`src/rtl/detect_event_monitor_if.sv`:
```
// Handshake bundle between a sequence detector stage and its event monitor.
// master drives control/detections, slave (the monitor) returns statistics.
interface detect_event_monitor_if #(
  parameter int CNT_W = 8,
  parameter int GAP_W = 10
);
  logic             enable;
  logic             det_in;
  logic [CNT_W-1:0] threshold;
  logic             clear;
  logic [CNT_W-1:0] win_count;
  logic [CNT_W-1:0] last_count;
  logic [CNT_W-1:0] total_count;
  logic             win_done;
  logic             alarm;
  logic [GAP_W-1:0] min_gap;

  modport master (
    output enable, det_in, threshold, clear,
    input  win_count, last_count, total_count, win_done, alarm, min_gap
  );
  modport slave (
    input  enable, det_in, threshold, clear,
    output win_count, last_count, total_count, win_done, alarm, min_gap
  );
endinterface

```
`src/rtl/detect_event_monitor.sv`:
```
// Windowed detection counter with saturating totals, minimum detection spacing
// tracker and a sticky per-window threshold alarm.
module detect_event_monitor #(
  parameter int CNT_W  = 8,
  parameter int GAP_W  = 10,
  parameter int WINDOW = 100
) (
  input  logic                   clk,
  input  logic                   rst,
  detect_event_monitor_if.slave  bus
);
  typedef enum logic {IDLE, RUN} state_e;

  localparam logic [GAP_W-1:0] LAST_CYC = GAP_W'(WINDOW - 1);

  state_e           state_q, state_d;
  logic [GAP_W-1:0] cyc_q, cyc_d;
  logic [GAP_W-1:0] gap_q, gap_d;
  logic             gap_vld_q, gap_vld_d;
  logic [GAP_W-1:0] min_gap_q, min_gap_d;
  logic [CNT_W-1:0] win_q, win_d;
  logic [CNT_W-1:0] last_q, last_d;
  logic [CNT_W-1:0] tot_q, tot_d;
  logic             win_done_q, win_done_d;
  logic             alarm_q, alarm_d;
  logic [CNT_W-1:0] win_inc;

  function automatic logic [CNT_W-1:0] sat_inc(input logic [CNT_W-1:0] v, input logic inc);
    return (inc && v != '1) ? v + CNT_W'(1) : v;
  endfunction

  always_comb begin
    state_d    = state_q;
    cyc_d      = cyc_q;
    gap_d      = gap_q;
    gap_vld_d  = gap_vld_q;
    min_gap_d  = min_gap_q;
    win_d      = win_q;
    last_d     = last_q;
    tot_d      = tot_q;
    win_done_d = 1'b0;
    alarm_d    = alarm_q;
    // window count including this cycle's detection; also what the alarm sees
    win_inc    = sat_inc(win_q, bus.det_in);

    if (bus.clear) begin
      cyc_d     = '0;
      gap_d     = '0;
      gap_vld_d = 1'b0;
      min_gap_d = '1;
      win_d     = '0;
      last_d    = '0;
      tot_d     = '0;
      alarm_d   = 1'b0;
    end else begin
      case (state_q)
        IDLE: if (bus.enable) state_d = RUN;
        RUN: begin
          if (!bus.enable) begin
            state_d   = IDLE;
            cyc_d     = '0;
            win_d     = '0;
            gap_vld_d = 1'b0;
          end else begin
            tot_d = sat_inc(tot_q, bus.det_in);
            gap_d = (gap_q == '1) ? gap_q : gap_q + GAP_W'(1);
            if (bus.det_in) begin
              if (gap_vld_q && gap_q < min_gap_q) min_gap_d = gap_q;
              // next cycle is one cycle after this detection
              gap_d     = GAP_W'(1);
              gap_vld_d = 1'b1;
              if (bus.threshold != '0 && win_inc >= bus.threshold) alarm_d = 1'b1;
            end
            if (cyc_q == LAST_CYC) begin
              last_d     = win_inc;
              win_d      = '0;
              cyc_d      = '0;
              win_done_d = 1'b1;
            end else begin
              win_d = win_inc;
              cyc_d = cyc_q + GAP_W'(1);
            end
          end
        end
        default: state_d = IDLE;
      endcase
    end
  end

  always_ff @(posedge clk) begin
    if (rst) begin
      state_q    <= IDLE;
      cyc_q      <= '0;
      gap_q      <= '0;
      gap_vld_q  <= 1'b0;
      min_gap_q  <= '1;
      win_q      <= '0;
      last_q     <= '0;
      tot_q      <= '0;
      win_done_q <= 1'b0;
      alarm_q    <= 1'b0;
    end else begin
      state_q    <= state_d;
      cyc_q      <= cyc_d;
      gap_q      <= gap_d;
      gap_vld_q  <= gap_vld_d;
      min_gap_q  <= min_gap_d;
      win_q      <= win_d;
      last_q     <= last_d;
      tot_q      <= tot_d;
      win_done_q <= win_done_d;
      alarm_q    <= alarm_d;
    end
  end

  assign bus.win_count   = win_q;
  assign bus.last_count  = last_q;
  assign bus.total_count = tot_q;
  assign bus.win_done    = win_done_q;
  assign bus.alarm       = alarm_q;
  assign bus.min_gap     = min_gap_q;
endmodule

```
`src/flat_wrapper.sv`:
```
// flat-port wrapper written by rule: the top's interface ports become plain ports
module detect_event_monitor_flat 
#(
  parameter int CNT_W  = 8,
  parameter int GAP_W  = 10,
  parameter int WINDOW = 100
)
  (clk, rst, bus_enable, bus_det_in, bus_threshold, bus_clear, bus_win_count, bus_last_count, bus_total_count, bus_win_done, bus_alarm, bus_min_gap);
  detect_event_monitor_if #(.CNT_W(CNT_W), .GAP_W(GAP_W)) bus_i ();
  input  logic clk;
  input  logic rst;
  input wire logic [$bits(bus_i.enable)-1:0] bus_enable;
  input wire logic [$bits(bus_i.det_in)-1:0] bus_det_in;
  input wire logic [$bits(bus_i.threshold)-1:0] bus_threshold;
  input wire logic [$bits(bus_i.clear)-1:0] bus_clear;
  output wire logic [$bits(bus_i.win_count)-1:0] bus_win_count;
  output wire logic [$bits(bus_i.last_count)-1:0] bus_last_count;
  output wire logic [$bits(bus_i.total_count)-1:0] bus_total_count;
  output wire logic [$bits(bus_i.win_done)-1:0] bus_win_done;
  output wire logic [$bits(bus_i.alarm)-1:0] bus_alarm;
  output wire logic [$bits(bus_i.min_gap)-1:0] bus_min_gap;
  assign bus_i.enable = bus_enable;
  assign bus_i.det_in = bus_det_in;
  assign bus_i.threshold = bus_threshold;
  assign bus_i.clear = bus_clear;
  assign bus_win_count = bus_i.win_count;
  assign bus_last_count = bus_i.last_count;
  assign bus_total_count = bus_i.total_count;
  assign bus_win_done = bus_i.win_done;
  assign bus_alarm = bus_i.alarm;
  assign bus_min_gap = bus_i.min_gap;
  detect_event_monitor #(.CNT_W(CNT_W), .GAP_W(GAP_W), .WINDOW(WINDOW)) u_core (.clk(clk), .rst(rst), .bus(bus_i));
endmodule
```
`config.mk`:
```
export PLATFORM = sky130hd
export DESIGN_NAME = detect_event_monitor_flat
export DESIGN_NICKNAME = d
export VERILOG_FILES = /design/src/rtl/detect_event_monitor_if.sv /design/src/rtl/detect_event_monitor.sv /design/src/flat_wrapper.sv
export SDC_FILE = /design/constraint.sdc
export NUM_CORES = 1
export LEC_CHECK = 0
export CAP_MARGIN = 20
export CORE_ASPECT_RATIO = 0.9
export CORE_MARGIN = 1.5
export CORE_UTILIZATION = 45
export DETAILED_ROUTE_END_ITERATION = 10
export GPL_TIMING_DRIVEN = 0
export PLACE_DENSITY_LB_ADDON = 0.2
export SLEW_MARGIN = 20
export SYNTH_ARGS = -nofsm -noshare
export SYNTH_HDL_FRONTEND = slang
export SYNTH_SLANG_ARGS = --single-unit
```
`constraint.sdc`:
```
create_clock -name clk -period 3.1 [get_ports clk]
set_input_delay 0.31 -clock clk [delete_from_list [all_inputs] [get_ports clk]]
set_output_delay 0.31 -clock clk [all_outputs]
set_load 0.1 [all_outputs]
```
## After elaboration in Yosys (flattened, before gate mapping)

Index checks and enable logic that the tools add are counted.

| word-level totals | value |
|---|---|
| word-level logic and storage cells | 48 |
| register bits | 58 |
| output and inout bits | 36 |
| bits of input ports | 13 |

| operators by class | value |
|---|---|
| reductions and logical operators | 13 |
| multiplexer cells | 11 |
| bitwise gates (word level) | 2 |
| magnitude comparators | 2 |
| add/subtract/negate cells | 4 |
| eq/ne operators | 6 |

Operators by type and width:

| cell | number |
|---|---|
| 10-bit 2-to-1 mux | 4 |
| 8-bit 2-to-1 mux | 3 |
| 10-bit by 1-bit adder with 10-bit output, second input constant | 2 |
| 8-bit by 1-bit adder with 8-bit output, second input constant | 2 |
| 8-bit != test, second input constant | 2 |
| 10-bit == test, second input constant | 1 |
| 10-bit by 7-bit == test with 1-bit output, second input constant | 1 |
| 10-bit less-than comparator | 1 |
| 3-bit AND reduction | 3 |
| 8-bit greater-or-equal comparator | 1 |
| 4-bit AND reduction | 2 |
| 8-bit nonzero test | 1 |
| 1-bit logical AND | 4 |
| 1-bit 2-to-1 mux | 4 |
| 4-bit OR reduction | 1 |
| 2-bit by 1-bit != test with 1-bit output, second input constant | 1 |
| 2-bit != test, second input constant | 1 |
| 1-bit inverter | 2 |
| 2-bit AND reduction | 1 |
| 2-bit OR reduction | 1 |

## Logic depth before layout (Yosys ltp)

Gate-level depths: netlist of run 1.

| logic depth | value |
|---|---|
| word-level depth | 6 |
| mapped depth | 12 |

## Worst setup path before layout of run 1

Ideal clock, no wire load.

| timing | value |
|---|---|
| kind | flip-flop to flip-flop |
| from | register u_core.win_q[0] (netlist: u_core.bus.win_count[0]) |
| to | register u_core.alarm_q (netlist: u_core.bus.alarm) |
| arrival time | 2966 ps |
| setup slack | 6 ps |
| library setup time | 128 ps |
| stages on the path, launching flop included | 10 |
| cell sequence | dfxtp_1 -> ha_1 -> nand4_1 -> o21ai_1 -> mux2_2 -> ha_1 -> a211oi_1 -> o21ai_0 -> a31oi_1 -> nor2_1 |

| on the way | value |
|---|---|
| cells in the longest elaborated chain, start to end | 6 |
| elaborated cells on any way between the ends | 7 |

RTL lines:

| what | RTL line | source |
|---|---|---|
| start: declaration | detect_event_monitor.sv:21 | `logic [CNT_W-1:0] win_q, win_d;` |
| start signal: assignment | detect_event_monitor.sv:108 | `win_q <= win_d;` |
| branches (longest 2 deep; another with 8-bit by 1-bit adder with 8-bit output) | -- |  |
| 8-bit 2-to-1 mux (*) | detect_event_monitor.sv:29 | `return (inc && v != '1) ? v + CNT_W'(1) : v;` |
| via u_core.win_inc[1] | detect_event_monitor.sv:26 | `logic [CNT_W-1:0] win_inc;` |
| 8-bit greater-or-equal comparator (*) | detect_event_monitor.sv:72 | `if (bus.threshold != '0 && win_inc >= bus.threshold) alarm_d = 1'b1;` |
| 1-bit logical AND (*) | detect_event_monitor.sv:72 |  |
| 4-bit AND reduction (no source line) (*) | -- |  |
| end signal: assignment | detect_event_monitor.sv:112 | `alarm_q <= alarm_d;` |
| end: declaration | detect_event_monitor.sv:25 | `logic alarm_q, alarm_d;` |

Mark *: on every way through the listed nets, which the timed path passes.
A chain may end at the register's enable or synchronous reset.

## Worst setup path after layout of run 1

Ends and elaborated chain as after synthesis.

==> results.md, run 1 <==
- Fillcell total: about 640
- All-Layer GR Usage: 20.5%
- Top-area cell type share of the netlist area: a little under two fifths
- RSZ-0062 raised after global routing: no
- Num CTS Buffers: 9
- HP Class: register to register
- Port-buffer cells: 48
- Largest net degree at the start of global routing: 11
- MaxCap Viol Count: 0
- Vias in the first global route: 2528
- Clock skew: 0.00600 ns
- Post-route minimum period: between 2 and 3 ns
- Syn_nets: a little under 400
- # IOs: 49
- TritonCTS clock tree: yes
- Starting density of the core: 47.0%
- Unique masters post-synth: 55
- # H-tree levels: 3
- Outcome: finished, final reports clean
- Placeable Area: 6660 um2
- Total gr overflow: 0
- Final Util: 58.3%
- WL/cell: 14.1 um
- Slew @ Worst Pin: between 0.9 and 1 ns
- Fin nets: 449
- Dominant cell type by area after synthesis: dfxtp_1
- Post-synthesis register bit count: 58
- Via/cell ratio: around 5.5
- Setup TNS: 0 ns
- Hold_buf cts: 0
- Cell Area, Synth: 3130 um2
- Post-route cell area: 3880 um2
- FP Rows: 28
- Maximum clock path buffer count: 2
- Final WL: 7170 um
- Placer Congestion: 0.839
- Maximum VDD drop: 230 uV
- Final setup viols: 0
- DRT antenna net count: 0
- Area of the multi-input gates: 1790 um2
- Critical path class: register to register
- Slew headroom: 34.7%
- FMAX: 0.369 GHz
- Ys async rst share: 0%
- N_diodes: 0
- Clock Tree Root: clkbuf_8
- Yosys warnings: 0
- Drt initial violations: 237
- EDFF count, synth: 0
- DR vias: 2797
- CP startpoint kind: register
- Share of layout cells above drive strength 1: under 10%
- Critical path data required time: around 3.3 ns
- Chip width: 90.9 um
- Pwr Density: 367 nW/um2
- Die area: 7460 um2
- Register Area: 1160 um2
- Fin crit share: 87.5%
- Area after DPL: 3720 um2
- Final Hold Vio Count: 0
- Die Ht: 82.1 um
- Clock sink total: 58
- Worst slack at placement: 0.177 ns
- Clock-pin slew on the worst setup and hold paths: 0.07 ns
- Critical Path Fanout Max: 6
- Worst path arrival time: 2.93 ns
- Initial antenna violation count: 0
- TritonRoute pass-1 iters: 4
- Syn_area_per_cell: 8.78 um2
- Final worst slack: 0.389 ns
- Final slew viol count: 0
- DRC viols: 0
- Post_cts resized: 0
- Worst-Skew Late Latency: between 0.3 and 0.4 ns
- Syn-to-layout area delta: 24.2%
- Buffer count from post-CTS setup fixing: 0
- Primary FF master, synth: dfxtp_1
- Synth top area cells: dfxtp_1 (37%), ha_1 (8.4%), o211ai_1 (5.8%), nor2_1 (4.6%), inv_1 (3.0%)
- Synth Instances: 356
- First-pass GRT wire length: 12000 um
- Crit path capture type: register
- Hpwl dp: 5230 um
- Sequential cell area fraction in the yosys report: 37.1%
- Static Leak: 1.55 nW
## cells in the final DEF (no fill, tap or decap), types with 3 or more instances in the layout
cell type | netlist | layout
dfxtp_1 | 58 | 58
clkdlybuf4s50_1 | 0 | 48
nor2_1 | 38 | 38
inv_1 | 25 | 25
o211ai_1 | 24 | 24
ha_1 | 21 | 21
nand2_1 | 20 | 20
o21ai_0 | 15 | 15
nand3_1 | 12 | 12
a21oi_1 | 12 | 12
nand4_1 | 10 | 10
xnor2_1 | 10 | 10
clkbuf_8 | 0 | 10
clkbuf_1 | 6 | 9
nor3_1 | 9 | 9
xor2_1 | 8 | 8
mux2i_1 | 8 | 8
a31oi_1 | 7 | 7
and4_1 | 4 | 4
a41oi_1 | 4 | 4
nand2b_1 | 4 | 4
a22oi_1 | 4 | 4
and3_1 | 4 | 4
o21a_1 | 3 | 3
nor4_1 | 3 | 3
a211oi_1 | 3 | 3
a22o_2 | 3 | 3
clkinv_2 | 0 | 3
## where the power goes
| group | internal, mW | leakage [nW] | switching (mW) | total [mW] |
|---|---|---|---|---|
| combinational | 0.0306 | 0.998 | 0.0439 | 0.0745 |
| clock | 0.308 | 0.0872 | 0.294 | 0.602 |
| sequential | 0.747 | 0.468 | 0.00144 | 0.748 |
## Yosys cell counts (3+ instances only)
master / count
ha_1: 21
nand4_1: 10
dfxtp_1: 58
nor2_1: 38
a22o_2: 3
a22oi_1: 4
nor3_1: 9
o21ai_0: 15
a211oi_1: 3
o211ai_1: 24
nor4_1: 3
a31oi_1: 7
nand3_1: 12
a41oi_1: 4
xor2_1: 8
nand2b_1: 4
and3_1: 4
inv_1: 25
xnor2_1: 10
nand2_1: 20
o21a_1: 3
and4_1: 4
a21oi_1: 12
clkbuf_1: 6
mux2i_1: 8
## area by class of cell
cell class | count | share of cell area [%]
plain buffers | 14 | 2.06
clock buffers | 13 | 3.84
clock inverters | 3 | 0.387
inverters | 25 | 2.42
multi-input cells | 259 | 46.1
flip-flops and latches | 58 | 29.9
well taps | 90 | 2.90
repair buffers | 48 | 12.4
## worst paths after layout
check                           startpoint                        to  slack, ns  cells past startpoint
setup / recovery   u_core.bus.win_count[0]          u_core.bus.alarm       0.39                     12
hold / removal    u_core.bus.last_count[7]  u_core.bus.last_count[7]       0.46                      2
setup reg to reg   u_core.bus.win_count[0]          u_core.bus.alarm       0.39                     12
hold reg to reg   u_core.bus.last_count[7]  u_core.bus.last_count[7]       0.46                      2
## cell families (layout without fill, tap and decap cells)
group           Yosys count  in the layout  share of synthesized area [%]
xor+xnor                 18             18                           5.04
simple gates            121            121                           20.2
flops                    58             58                           37.1
buf+inv                  39            103                           5.56
mux                      11             11                           3.76
compound gates           88             88                           19.9
fa+ha+maj                21             21                           8.41
## routing by layer
layer / GRT usage [%] / part of all wire (%) / up-vias
li1: - / - / 1419
met1: 26.9 / 48 / 1300
met2: 32.3 / 44 / 69
met3: 5.19 / 5.6 / 9
met4: 8.75 / 1.6 / 0
met5: 0 / 0 / -
## critical path, cell delays in order (launching register included)
cell,delay (ns)
dfxtp_1,0.46
ha_1,0.26
nand4_1,0.16
o21ai_1,0.40
nor2_1,0.14
xnor2_1,0.26
inv_1,0.08
ha_1,0.19
a21o_1,0.17
a21oi_1,0.12
o21ai_0,0.11
a31oi_1,0.17
nor2_1,0.05
## through the flow
| stage | std cells | total power [mW] | hold slack [ns] |
|---|---|---|---|
| after floorplan | 356 | 0.806 | 0.382 |
| after global placement | 494 | 0.838 | 0.442 |
| after detailed placement | 494 | 0.840 | 0.458 |
| after CTS | 510 | 1.44 | 0.467 |
| after global routing | 510 | 1.48 | 0.483 |
| final | 510 | 1.43 | 0.459 |
## registers in the layout, summed over array words and instances (netlist names), 8 cells and up
register / count
u_core.bus.last_count: 8
u_core.bus.min_gap: 10
u_core.bus.total_count: 8
u_core.bus.win_count: 8
u_core.cyc_q: 10
u_core.gap_q: 10
No activity file was read; power rests on OpenSTA's default activity.
==> run 2: changes to the inputs <==
Settings changed: CORE_MARGIN 1.5 to 3.
==> results.md, run 2 (same netlist as run 1, synthesis figures left out) <==
- Fin crit share: 88.2% (+0.74 points)
- Clock skew: 0.00925 ns (+0.00325 ns)
- Placer Congestion: 0.855 (+1.9%)
- Commonest non-fill, non-tap cell in the layout: dfxtp_1
- Worst path arrival time: 2.94 ns (about the same)
- # IOs: 49 (unchanged)
- Total gr overflow: 0 (unchanged)
- Hold_buf cts: 0 (unchanged)
- Clock Tree Root: clkbuf_8
- Placeable Area: 6660 um2 (unchanged)
- Chip width: 93.9 um (+3.3%)
- FMAX: 0.366 GHz (-0.84%)
- Pwr Density: 391 nW/um2 (+6.6%)
- R2R Path Start: u_core.bus.win_count[0]
- Most frequent cells in the layout: dfxtp_1 (58), clkdlybuf4s50_1 (48), nor2_1 (38), inv_1 (25), o211ai_1 (24)
- Crit path launch: u_core.bus.win_count[0]
- Via/cell ratio: 5.51 (+0.39%)
- Drt initial violations: 165 (-30%)
- Worst-Skew Late Latency: 0.34 ns (about the same)
- Initial antenna violation count: 0 (unchanged)
- Final WL: 7120 um (-0.64%)
- WL/cell: 14.0 um (-0.64%)
- Hold path start: u_core.gap_vld_q
- Cell Chain, Critical Path: ha_1 -> nand4_1 -> o21ai_1 -> nor2_1 -> xnor2_1 -> inv_1 -> ha_1 -> a21o_1 -> a21oi_1 -> o21ai_0 -> a31oi_1 -> nor2_1
- Syn-to-layout area delta: 25.5%
- Maximum clock path buffer count: 2 (unchanged)
- Largest net degree at the start of global routing: 11 (unchanged)
- Hpwl dp: 5280 um (+0.89%)
- Post_cts resized: 0 (unchanged)
- Final Hold Vio Count: 0 (unchanged)
- N_diodes: 0 (unchanged)
- Die Ht: 85.1 um (+3.7%)
- MaxCap Viol Count: 0 (unchanged)
- CP startpoint kind: register
- Post-route cell area: 3920 um2 (+1.0%)
- DRC viols: 0 (unchanged)
- Critical path class: register to register
- Slew @ Worst Pin: 0.979 ns (+0.00250 ns)
- Outcome: finished, final reports clean
- All-Layer GR Usage: 19.3% (-1.2 points)
- DRT antenna net count: 0 (unchanged)
- Critical Path Fanout Max: 6 (unchanged)
- RSZ-0062 raised after global routing: no
- FP Rows: 28 (unchanged)
- Die area: 7980 um2 (+7.1%)
- Area after DPL: 3720 um2 (unchanged)
- Starting density of the core: 47.0% (unchanged)
- First-pass GRT wire length: 12300 um (+2.3%)
- Critical path data required time: 3.30 ns (-0.02 ns)
- Final slew viol count: 0 (unchanged)
- Clock sink total: 58 (unchanged)
- Buffer count from post-CTS setup fixing: 0 (unchanged)
- Port-buffer cells: 48 (unchanged)
- Clock-pin slew on the worst setup and hold paths: 0.07 ns (about the same)
- Slew headroom: 34.6% (-0.17 points)
- HP Class: register to register
- Num CTS Buffers: 9 (unchanged)
- TritonCTS clock tree: yes
- Share of layout cells above drive strength 1: 10.0% (+0.71 points)
- Maximum VDD drop: 243 uV (+5.4%)
- DR vias: 2808 (+0.39%)
- CP max stage delay: 0.45 ns (about the same)
- TritonRoute pass-1 iters: 5 (+1)
- Vias in the first global route: 2643 (+4.5%)
- CP max-delay cell: dfxtp_1
- Static Leak: 1.57 nW (+1.2%)
- Setup TNS: 0 ns (unchanged)
- Final setup viols: 0 (unchanged)
- Post-route minimum period: 2.73 ns (+0.0229 ns)
- Fin nets: 449 (unchanged)
- # H-tree levels: 3 (unchanged)
- Crit path capture type: register
run 2: changes by cell type in the layout (fill, tap and decap cells not counted):
cell	before	now
clkbuf_1	9	6
bufinv_16	0	1
clkbuf_8	10	11
clkinvlp_4	0	1
run 2: per-layer routing:
metal / wire length [um] / track usage (%)
met1: 3520 / 26.1
met2: 3210 / 29.6
met3: 320 / 4.34
met4: 80 / 8.27
met5: 0 / 0
run 2: path summary, 6_finish.rpt:
kind                                         end  slack, ns  cells after the start
worst min register to register  u_core.gap_vld_q       0.48                      2
worst max register to register  u_core.bus.alarm       0.37                     12
worst max-delay path            u_core.bus.alarm       0.37                     12
worst min-delay path            u_core.gap_vld_q       0.48                      2
run 2: power by group:
| part | total (mW) | internal (mW) | switching [mW] |
|---|---|---|---|
| clock network | 0.713 | 0.410 | 0.302 |
| registers | 0.748 | 0.747 | 0.00131 |
| logic | 0.0746 | 0.0307 | 0.0439 |
run 2: metrics by stage:
stage / hold slack (ns) / total power, mW / util [%] / setup slack (ns) / cells
after floorplan: 0.382 / 0.806 / - / 0.00632 / 356
after global placement: 0.443 / 0.838 / 55.9 / 0.198 / 494
after detailed placement: 0.471 / 0.839 / 55.9 / 0.143 / 494
after CTS: 0.480 / 1.55 / 58.9 / 0.397 / 510
after global routing: 0.501 / 1.59 / 58.9 / 0.134 / 510
final: 0.482 / 1.54 / 58.9 / 0.366 / 510
run 2: layout make-up:
cell class / count / area, um2
Fill cell: 603 / 2730
Multi-Input combinational cell: 259 / 1790
Sequential cell: 58 / 1160
Timing Repair Buffer: 48 / 480
Clock buffer: 11 / 151
Tap cell: 90 / 113
Inverter: 25 / 93.8
Buffer: 14 / 80.1
Clock inverter: 5 / 52.6
run 2: critical path: cells and delay by family (launching register included):
family | cells | cell delay, ns
buf+inv | 1 | 0.09
compound gates | 5 | 1.01
xor+xnor | 1 | 0.26
flops | 1 | 0.45
simple gates | 3 | 0.34
fa+ha+maj | 2 | 0.43
